### src/rtl/ysyx_23060136_csr_pkg.sv
// Shared types and constants for the WBU CSR write sequencer and the CSR file.
// The CSR index is the compact internal index, not the 12-bit architectural address.
package ysyx_23060136_csr_pkg;

   localparam int CSR_BITS_W = 64;
   localparam int CSR_IDX_W  = 3;

   typedef enum logic [2:0] {
      CSR_NONE  = 3'd0,
      CSR_RW    = 3'd1,
      CSR_RS    = 3'd2,
      CSR_RC    = 3'd3,
      CSR_ECALL = 3'd4,
      CSR_MRET  = 3'd5
   } csr_op_e;

   typedef enum logic [1:0] {
      ST_IDLE = 2'd0,
      ST_WB1  = 2'd1,
      ST_WB2  = 2'd2
   } state_e;

   localparam logic [CSR_IDX_W-1:0] CSR_MSTATUS   = 3'd0;
   localparam logic [CSR_IDX_W-1:0] CSR_MTVEC     = 3'd1;
   localparam logic [CSR_IDX_W-1:0] CSR_MEPC      = 3'd2;
   localparam logic [CSR_IDX_W-1:0] CSR_MCAUSE    = 3'd3;
   localparam logic [CSR_IDX_W-1:0] CSR_MVENDORID = 3'd4;
   localparam logic [CSR_IDX_W-1:0] CSR_MARCHID   = 3'd5;

   localparam int MSTATUS_MIE    = 3;
   localparam int MSTATUS_MPIE   = 7;
   localparam int MSTATUS_MPP_LO = 11;
   localparam int MSTATUS_MPP_HI = 12;

   function automatic logic is_ro(input logic [CSR_IDX_W-1:0] idx);
      return (idx == CSR_MVENDORID) || (idx == CSR_MARCHID);
   endfunction

   // Unused encodings collapse to NONE so they retire without side effects.
   function automatic csr_op_e decode_op(input logic [2:0] raw);
      csr_op_e op;
      case (raw)
         3'd1:    op = CSR_RW;
         3'd2:    op = CSR_RS;
         3'd3:    op = CSR_RC;
         3'd4:    op = CSR_ECALL;
         3'd5:    op = CSR_MRET;
         default: op = CSR_NONE;
      endcase
      return op;
   endfunction

endpackage

### src/rtl/ysyx_23060136_mstatus_upd.sv
// Pure combinational mstatus transform for trap entry (is_trap_i=1) and MRET (is_trap_i=0).
// Kept separate so an interrupt-entry path can reuse the same update.
module ysyx_23060136_mstatus_upd
   import ysyx_23060136_csr_pkg::*;
#(
   parameter int BITS_W = CSR_BITS_W
) (
   input  logic [BITS_W-1:0] old_i,
   input  logic              is_trap_i,
   output logic [BITS_W-1:0] new_o
);

   always_comb begin
      new_o = old_i;
      new_o[MSTATUS_MPP_HI:MSTATUS_MPP_LO] = 2'b11;
      if (is_trap_i) begin
         new_o[MSTATUS_MPIE] = old_i[MSTATUS_MIE];
         new_o[MSTATUS_MIE]  = 1'b0;
      end else begin
         new_o[MSTATUS_MIE]  = old_i[MSTATUS_MPIE];
         new_o[MSTATUS_MPIE] = 1'b1;
      end
   end

endmodule

### src/rtl/ysyx_23060136_wbu_csr_commit.sv
// WBU-stage CSR write sequencer: latches one retiring instruction and drives the CSR
// file's two write channels; ECALL needs three writes and therefore spans WB1 and WB2.
//
// state | meaning
// IDLE  | no latched instruction, ready for a transfer
// WB1   | latched op drives its (first) writes; commits unless ECALL
// WB2   | ECALL second cycle: mstatus trap update, commit
module ysyx_23060136_wbu_csr_commit
   import ysyx_23060136_csr_pkg::*;
#(
   parameter int BITS_W = CSR_BITS_W,
   parameter int CSR_W  = CSR_IDX_W
) (
   input  logic              clk_i,
   input  logic              rst_i,
   input  logic              MEM_valid_i,
   output logic              WBU_ready_o,
   input  logic [BITS_W-1:0] MEM_pc_i,
   input  logic [2:0]        MEM_csr_op_i,
   input  logic [CSR_W-1:0]  MEM_csr_idx_i,
   input  logic [BITS_W-1:0] MEM_csr_rdata_i,
   input  logic [BITS_W-1:0] MEM_csr_src_i,
   input  logic [BITS_W-1:0] MEM_cause_i,
   output logic              CSRWr_1_o,
   output logic              CSRWr_2_o,
   output logic [CSR_W-1:0]  WBU_csr_rd_1_o,
   output logic [CSR_W-1:0]  WBU_csr_rd_2_o,
   output logic [BITS_W-1:0] csr_busW_1_o,
   output logic [BITS_W-1:0] csr_busW_2_o,
   output logic              WBU_commit_o,
   output logic              WBU_csr_illegal_o
);

   state_e            state_q, state_d;
   csr_op_e           op_q;
   logic [CSR_W-1:0]  idx_q;
   logic [BITS_W-1:0] pc_q;
   logic [BITS_W-1:0] rdata_q;
   logic [BITS_W-1:0] src_q;
   logic [BITS_W-1:0] cause_q;

   logic              xfer;
   logic              is_trap;
   logic              want_wr;
   logic [BITS_W-1:0] rmw_data;
   logic [BITS_W-1:0] mstatus_new;

   assign WBU_ready_o = (state_q == ST_IDLE) ||
                        ((state_q == ST_WB1) && (op_q != CSR_ECALL));
   assign xfer        = MEM_valid_i & WBU_ready_o;
   assign is_trap     = (state_q == ST_WB2);

   ysyx_23060136_mstatus_upd #(
      .BITS_W (BITS_W)
   ) u_mstatus_upd (
      .old_i     (rdata_q),
      .is_trap_i (is_trap),
      .new_o     (mstatus_new)
   );

   always_comb begin
      state_d = state_q;
      case (state_q)
         ST_IDLE: if (xfer) state_d = ST_WB1;
         ST_WB1: begin
            if (op_q == CSR_ECALL) state_d = ST_WB2;
            else if (xfer)         state_d = ST_WB1;
            else                   state_d = ST_IDLE;
         end
         ST_WB2:  state_d = ST_IDLE;
         default: state_d = ST_IDLE;
      endcase
   end

   always_ff @(posedge clk_i or posedge rst_i) begin
      if (rst_i) begin
         state_q <= ST_IDLE;
         op_q    <= CSR_NONE;
         idx_q   <= '0;
         pc_q    <= '0;
         rdata_q <= '0;
         src_q   <= '0;
         cause_q <= '0;
      end else begin
         state_q <= state_d;
         if (xfer) begin
            op_q    <= decode_op(MEM_csr_op_i);
            idx_q   <= MEM_csr_idx_i;
            pc_q    <= MEM_pc_i;
            rdata_q <= MEM_csr_rdata_i;
            src_q   <= MEM_csr_src_i;
            cause_q <= MEM_cause_i;
         end
      end
   end

   // RS/RC with a zero mask never write, so they cannot trip the read-only check.
   always_comb begin
      case (op_q)
         CSR_RS:  rmw_data = rdata_q | src_q;
         CSR_RC:  rmw_data = rdata_q & ~src_q;
         default: rmw_data = src_q;
      endcase
      want_wr = (op_q == CSR_RW) || (src_q != '0);
   end

   always_comb begin
      CSRWr_1_o         = 1'b0;
      CSRWr_2_o         = 1'b0;
      WBU_csr_rd_1_o    = '0;
      WBU_csr_rd_2_o    = '0;
      csr_busW_1_o      = '0;
      csr_busW_2_o      = '0;
      WBU_commit_o      = 1'b0;
      WBU_csr_illegal_o = 1'b0;
      case (state_q)
         ST_WB1: begin
            case (op_q)
               CSR_RW, CSR_RS, CSR_RC: begin
                  WBU_commit_o = 1'b1;
                  if (want_wr && is_ro(idx_q)) begin
                     WBU_csr_illegal_o = 1'b1;
                  end else if (want_wr) begin
                     CSRWr_1_o      = 1'b1;
                     WBU_csr_rd_1_o = idx_q;
                     csr_busW_1_o   = rmw_data;
                  end
               end
               CSR_ECALL: begin
                  CSRWr_1_o      = 1'b1;
                  WBU_csr_rd_1_o = CSR_MEPC;
                  csr_busW_1_o   = pc_q;
                  CSRWr_2_o      = 1'b1;
                  WBU_csr_rd_2_o = CSR_MCAUSE;
                  csr_busW_2_o   = cause_q;
               end
               CSR_MRET: begin
                  CSRWr_1_o      = 1'b1;
                  WBU_csr_rd_1_o = CSR_MSTATUS;
                  csr_busW_1_o   = mstatus_new;
                  WBU_commit_o   = 1'b1;
               end
               default: WBU_commit_o = 1'b1;
            endcase
         end
         ST_WB2: begin
            CSRWr_1_o      = 1'b1;
            WBU_csr_rd_1_o = CSR_MSTATUS;
            csr_busW_1_o   = mstatus_new;
            WBU_commit_o   = 1'b1;
         end
         default: ;
      endcase
   end

endmodule

### config.mk
export PLATFORM = sky130hd
export DESIGN_NAME = ysyx_23060136_wbu_csr_commit
export DESIGN_NICKNAME = d
export VERILOG_FILES = /design/src/rtl/ysyx_23060136_csr_pkg.sv /design/src/rtl/ysyx_23060136_mstatus_upd.sv /design/src/rtl/ysyx_23060136_wbu_csr_commit.sv
export SDC_FILE = /design/constraint.sdc
export NUM_CORES = 1
export LEC_CHECK = 0
export ABC_AREA = 1
export CORE_AREA = 2 2 186 188
export CTS_CLUSTER_DIAMETER = 200
export DETAILED_ROUTE_END_ITERATION = 8
export DIE_AREA = 0 0 188 190
export PLACE_DENSITY = 0.81
export SLEW_MARGIN = 15
export SYNTH_ARGS = -nofsm -noshare
export SYNTH_HDL_FRONTEND = slang
export SYNTH_HIERARCHICAL = 1
export SYNTH_SLANG_ARGS = --single-unit
### constraint.sdc
create_clock -name clk_i -period 16.1 [get_ports clk_i]
set_clock_uncertainty 0.2 [all_clocks]
set_input_delay 3.22 -clock clk_i [delete_from_list [all_inputs] [get_ports clk_i]]
set_output_delay 3.22 -clock clk_i [all_outputs]
set_load 0.02 [all_outputs]
; ---- Word-level counts from Yosys, hierarchy flattened
; Cells that the tools add are included.
[classes]
order_cmp = 0
n_eq_ne = 16
n_mux = 31
reduce_logical = 9
addsub = 0
bitwise = 4
n_div = 0
multipliers = 0
n_shift = 0
[op_table]
columns = op, n
row1 = $mux W64, 4
row2 = $pmux W64 S2, 2
row3 = $pmux W64 S3, 1
row4 = $and A64 B64 Y64, 1
row5 = $not A64 Y64, 1
row6 = $or A64 B64 Y64, 1
row7 = $reduce_bool A64 Y1, 1
row8 = $eq A3 B3 Y1 const B, 6
row9 = $pmux W3 S5, 1
row10 = $eq A3 B2 Y1 const B, 4
row11 = $mux W1, 11
row12 = $mux W3, 3
row13 = $mux W2, 4
row14 = $eq A3 B1 Y1 const B, 2
row15 = $pmux W1 S2, 3
row16 = $pmux W3 S2, 1
row17 = $pmux W2 S2, 1
row18 = $logic_or A1 B1 Y1, 3
row19 = $ne A3 B3 Y1 const B, 1
row20 = $reduce_or A3 Y1, 1
row21 = $eq A2 B1 Y1 const B, 1
row22 = $eq A2 B2 Y1 const B, 1
row23 = $logic_and A1 B1 Y1, 2
row24 = $logic_not A2 Y1, 1
row25 = other kinds (3), 3
[word_totals]
mem_bits_ro = 0
output_inout_bits = 139
mem_bits_rw = 0
regBits = 264
word_cells = 67
latchBits = 0
n_memories = 0

; ---- Depth between registers and ports, before layout
[logic_depth]
ltp_word = 7
depth_mapped = 12
ltp_nobuf = 11

; ---- Cells and area by module
; Netlist, hierarchy kept.
[by_module_without_submodules]
columns = module, instances, seq_area_each_um2, cells_each, area_each_um2
row1 = ysyx_23060136_wbu_csr_commit, 1, 6606.3, 2115, 14493.9
row2 = ysyx_23060136_mstatus_upd, 1, 0.0, 67, 486.7

; ---- Least setup slack after synthesis
; No wires, ideal clock.
[synth_path]
kind = register to output
start = reg state_q[1]
end = out csr_busW_1_o[34]
arrival_ns = 1.672
required_ns = 12.680
stages_incl_launch_ff = 8
setup_slack_ns = 11.008
n_path_buf = 3
cell_sequence = dfrtp_1 inv_1 ha_1 clkbuf_1 buf_2 buf_1 nand2_1 a21oi_1
[synth_between]
elab_chain_len = 2
elab_cells_between_ends = 3
cone_classes = eq/ne (2) / mux (1)
[synth_rtl]
columns = item, line
row1 = start: declaration, ysyx_23060136_wbu_csr_commit.sv:34  ; state_e state_q, state_d;
row2 = start signal: assignment, ysyx_23060136_wbu_csr_commit.sv:85  ; state_q <= state_d;
row3 = $eq A2 B2 Y1 or $eq A2 B1 Y1 (tied branches), ysyx_23060136_wbu_csr_commit.sv:116  ; case (state_q)
row4 = $pmux W64 S2 (*), ysyx_23060136_wbu_csr_commit.sv:116
row5 = end: declaration, ysyx_23060136_wbu_csr_commit.sv:28  ; output logic [BITS_W-1:0] csr_busW_1_o,
; Every way passes the cells marked *; elsewhere a longest branch is shown, timed or not.

; ---- Final worst setup path
[layout_path]
start = reg op_q[2]
end = out csr_busW_1_o[15]
[layout_between]
elab_chain_len = 6
elab_cells_between_ends = 13
cone_classes = eq/ne (5) / mux (5) / reduce/logical (3)
[layout_rtl]
columns = item, line
row1 = start: declaration, ysyx_23060136_wbu_csr_commit.sv:35  ; csr_op_e op_q;
row2 = start signal: assignment, ysyx_23060136_wbu_csr_commit.sv:87  ; op_q <= decode_op(MEM_csr_op_i);
row3 = $eq A3 B2 Y1 or $eq A3 B1 Y1 (tied branches), "ysyx_23060136_wbu_csr_commit.sv:99, ysyx_23060136_wbu_csr_commit.sv:118, ysyx_23060136_wbu_csr_commit.sv:104"
row4 = $pmux W64 S2 or $logic_or A1 B1 Y1 (tied branches), "ysyx_23060136_wbu_csr_commit.sv:99, ysyx_23060136_wbu_csr_commit.sv:104"
row5 = $mux W64 or $logic_and A1 B1 Y1 (tied branches), "ysyx_23060136_wbu_csr_commit.sv:123, ysyx_23060136_wbu_csr_commit.sv:121"
row6 = $mux W64, ysyx_23060136_wbu_csr_commit.sv:121  ; if (want_wr && is_ro(idx_q)) begin
row7 = $pmux W64 S3 (*), ysyx_23060136_wbu_csr_commit.sv:118  ; case (op_q)
row8 = $pmux W64 S2 (*), ysyx_23060136_wbu_csr_commit.sv:116
; Marked as above.

==> reports/results.ini <==
[drt]
average_vias_per_placed_instance=5.15
drt-wirelength-per-cell_microns=16.8
drc=0
drt-initial-drc-count=1499
drt_wl_total_microns=49000
num_vias=14978
detailedRoute.firstPassIterationCount=5
antenna_left=0

[sta]
report.final.slew_viol_count=0
worstMarginPinSlew_ps=1140
final_critical_delay_including_setup_and_external_delays_ps=7990
hold_viol_final=0
timing.hold.ws_ps=277
totalNegativeSetupSlack_ps=0
rsz_0062_raised_after_global_routing=false
final.period_utilization=0.496
postLayoutSetupSlackWorst_ps=8110
final-setup-viol-count=0
fmaxAchievable_ghz=0.125
worst_slew_margin_rel=0.238

[cts]
max-clock-path-buffers=3
cts_num_sinks=264
numCtsBuffers=31
cts-hold-fix-buffers=0
post_cts_buffers=0
postCtsResizedCells=0
tritoncts=done
cts_max_level=1
insertion_delay_ps=550
clk_root_buffer_cell=sky130_fd_sc_hd__clkbuf_16
worst_setup_hold_path_clk_slew_ps=60

[hold_path]
min-delay-path-class=register to register

[synthesis]
synth_top_area_cell=sky130_fd_sc_hd__dfrtp_1
number_of_enable_flip_flop_cells_after_synthesis=0
synth.cell_area_sq_um=15000
post-synth-top-count-cell=sky130_fd_sc_hd__nand2_1
library_cells_used_by_synthesis=28
yosys_warning_total=6
seq_area_frac_synth=0.441
yosys_register_bits=264
ys_top_cells_by_area=sky130_fd_sc_hd__dfrtp_1, sky130_fd_sc_hd__nand2_1, sky130_fd_sc_hd__inv_1
synthArstFlopShare=1.00
top_cells_by_count_synth=sky130_fd_sc_hd__nand2_1, sky130_fd_sc_hd__dfrtp_1, sky130_fd_sc_hd__inv_1
netlist_instances=2182
yosys_most_used_dff=sky130_fd_sc_hd__dfrtp_1
yosys.area.top_type_share=0.441
post_synth.cell_area_avg_sq_um=6.87

[power_and_ir_drop]
switching_power_mw=1.68
clock_power_share=0.200
vdd_ir_drop_max_v=0.000128
p_leak_nw=9.17
post-layout-total-power_mw=3.69
switching_share=0.454
p_comb_frac=0.469
power_report.internal_total_mw=2.02
p_per_area_nw_per_um2=189
power_frac_seq=0.331

[cells_and_area]
layoutNonFillerInstCount=2910
final_net_count=2699
design_area_sq_um=19500
drive_gt1_frac=0.0351
layout-area-overhead-vs-synth_pct=30.5
share_of_the_core_filled_with_cells=0.576

[setup_path]
critical_path_buf_inv_count=5
worst_setup_path_end_kind=primary output
critical_path_start_end_classification=register to primary output
path_delay_family=simple AND/OR/NAND/NOR gates
critical_path.max_stage_delay_ps=830
worst_ep_required_time_ps=12680
crit_arrival_ps=4570
crit_slowest_cell=sky130_fd_sc_hd__nor2_8
critical_path.max_fanout=62
timing.critical_path.cells=nor2_8, inv_2, nor2_4, buf_4, inv_2, o21ai_1, inv_1, nand3_1, nand2_1, nand2_1, a21oi_1, clkdlybuf4s50_1
startpoint_type=register

[grt]
grt_max_degree=245
track_usage=0.267
antenna_violations_before_repair=5
global_route_wire_length_before_repair_microns=76800
grt_pass1_vias=14648
grt_overflow=0

[placement]
pre_cts_slack_ps=8770
dpl.cell_count=2850
gp_congestion=0.850
dpl_cell_area_sq_um=18500
numPortBuffers=402
detailed_place_hpwl_microns=31900

[floorplan]
die_boundary_width_microns=188
core_region_area_sq_um=33900
dieArea_sq_um=35700
start_util=0.441
io-pin-count=404
chipHeight_microns=190
rows=68

[job]
cap_violations=0

[status]
outcome=finished, final reports clean

[power groups by stage]
stage	clock network [mW]	registers, mW	logic [mW]
3_3_place_gp	0	1.21	1.66
4_1_cts	0.749	1.21	1.72
6_report	0.738	1.22	1.73
3_5_place_dp	0	1.22	1.70
5_1_grt	0.777	1.25	1.92
2_1_floorplan	0	1.13	1.33
[metal layers]
| layer | vias up | GRT usage | wire [microns] |
|---|---|---|---|
| li1 | 7125 | - | - |
| met1 | 6971 | 0.333 | 19200 |
| met2 | 758 | 0.453 | 23300 |
| met3 | 118 | 0.0625 | 4820 |
| met4 | 6 | 0.0939 | 1600 |
| met5 | - | 0 | 40 |
[tightest hold or removal path, cell delays in order, from the launching register on]
cell	delay, ps
sky130_fd_sc_hd__dfrtp_1	340
sky130_fd_sc_hd__nand2_1	50
sky130_fd_sc_hd__nand2_1	60
[cell families (layout without fill, tap and decap cells)]
kind of cell / Yosys count / count (layout) / share of synthesized area
simple gates: 1196 / 1196 / 0.315
compound gates: 286 / 286 / 0.0970
buf+inv: 429 / 699 / 0.142
flops: 264 / 264 / 0.441
other cells: 2 / 5 / 0.000501
fa+ha+maj: 5 / 5 / 0.00418
[state kept, by name (all words and copies together) (netlist names)]
| name | flops |
|---|---|
| op_q | 3 |
| rdata_q | 64 |
| src_q | 64 |
| state_q | 2 |
| pc_q | 64 |
| idx_q | 3 |
| cause_q | 64 |
[cells in the final DEF (no fill, tap or decap), drive strengths merged]
master,instances
or2,1
nor3,3
clkbuf,39
nand3,128
nand2,950
o21ai,203
dfrtp,264
buf,10
clkinvlp,2
clkinv,12
nand4,4
ha,5
o22ai,17
clkdlybuf4s50,402
diode,2
nor2,110
conb,3
bufinv,5
inv,229
a21oi,66
[worst paths after layout]
kind,start,end,slack (ps),cells past startpoint
max,op_q[2]$_DFFE_PP0P_,csr_busW_1_o[15],8110,12
min,pc_q[18]$_DFFE_PP0P_,pc_q[18]$_DFFE_PP0P_,280,2
max reg2reg,state_q[1]$_DFFE_PP0P_,pc_q[16]$_DFFE_PP0P_,11630,9
min reg2reg,pc_q[18]$_DFFE_PP0P_,pc_q[18]$_DFFE_PP0P_,280,2
max in group asynchronous,rst_i,src_q[42]$_DFFE_PP0P_,11070,3
min in group asynchronous,rst_i,pc_q[9]$_DFFE_PP0P_,3010,2
[cell type report]
type,count,area [sq um]
Multi-Input combinational cell,1490,6300
Timing Repair Buffer,412,4110
Sequential cell,264,6610
Clock inverter,18,235
Inverter,230,886
Tap cell,455,569
Clock buffer,39,836
Antenna cell,2,5.00
Fill cell,3051,14400
(Power assumes the default switching activity.)
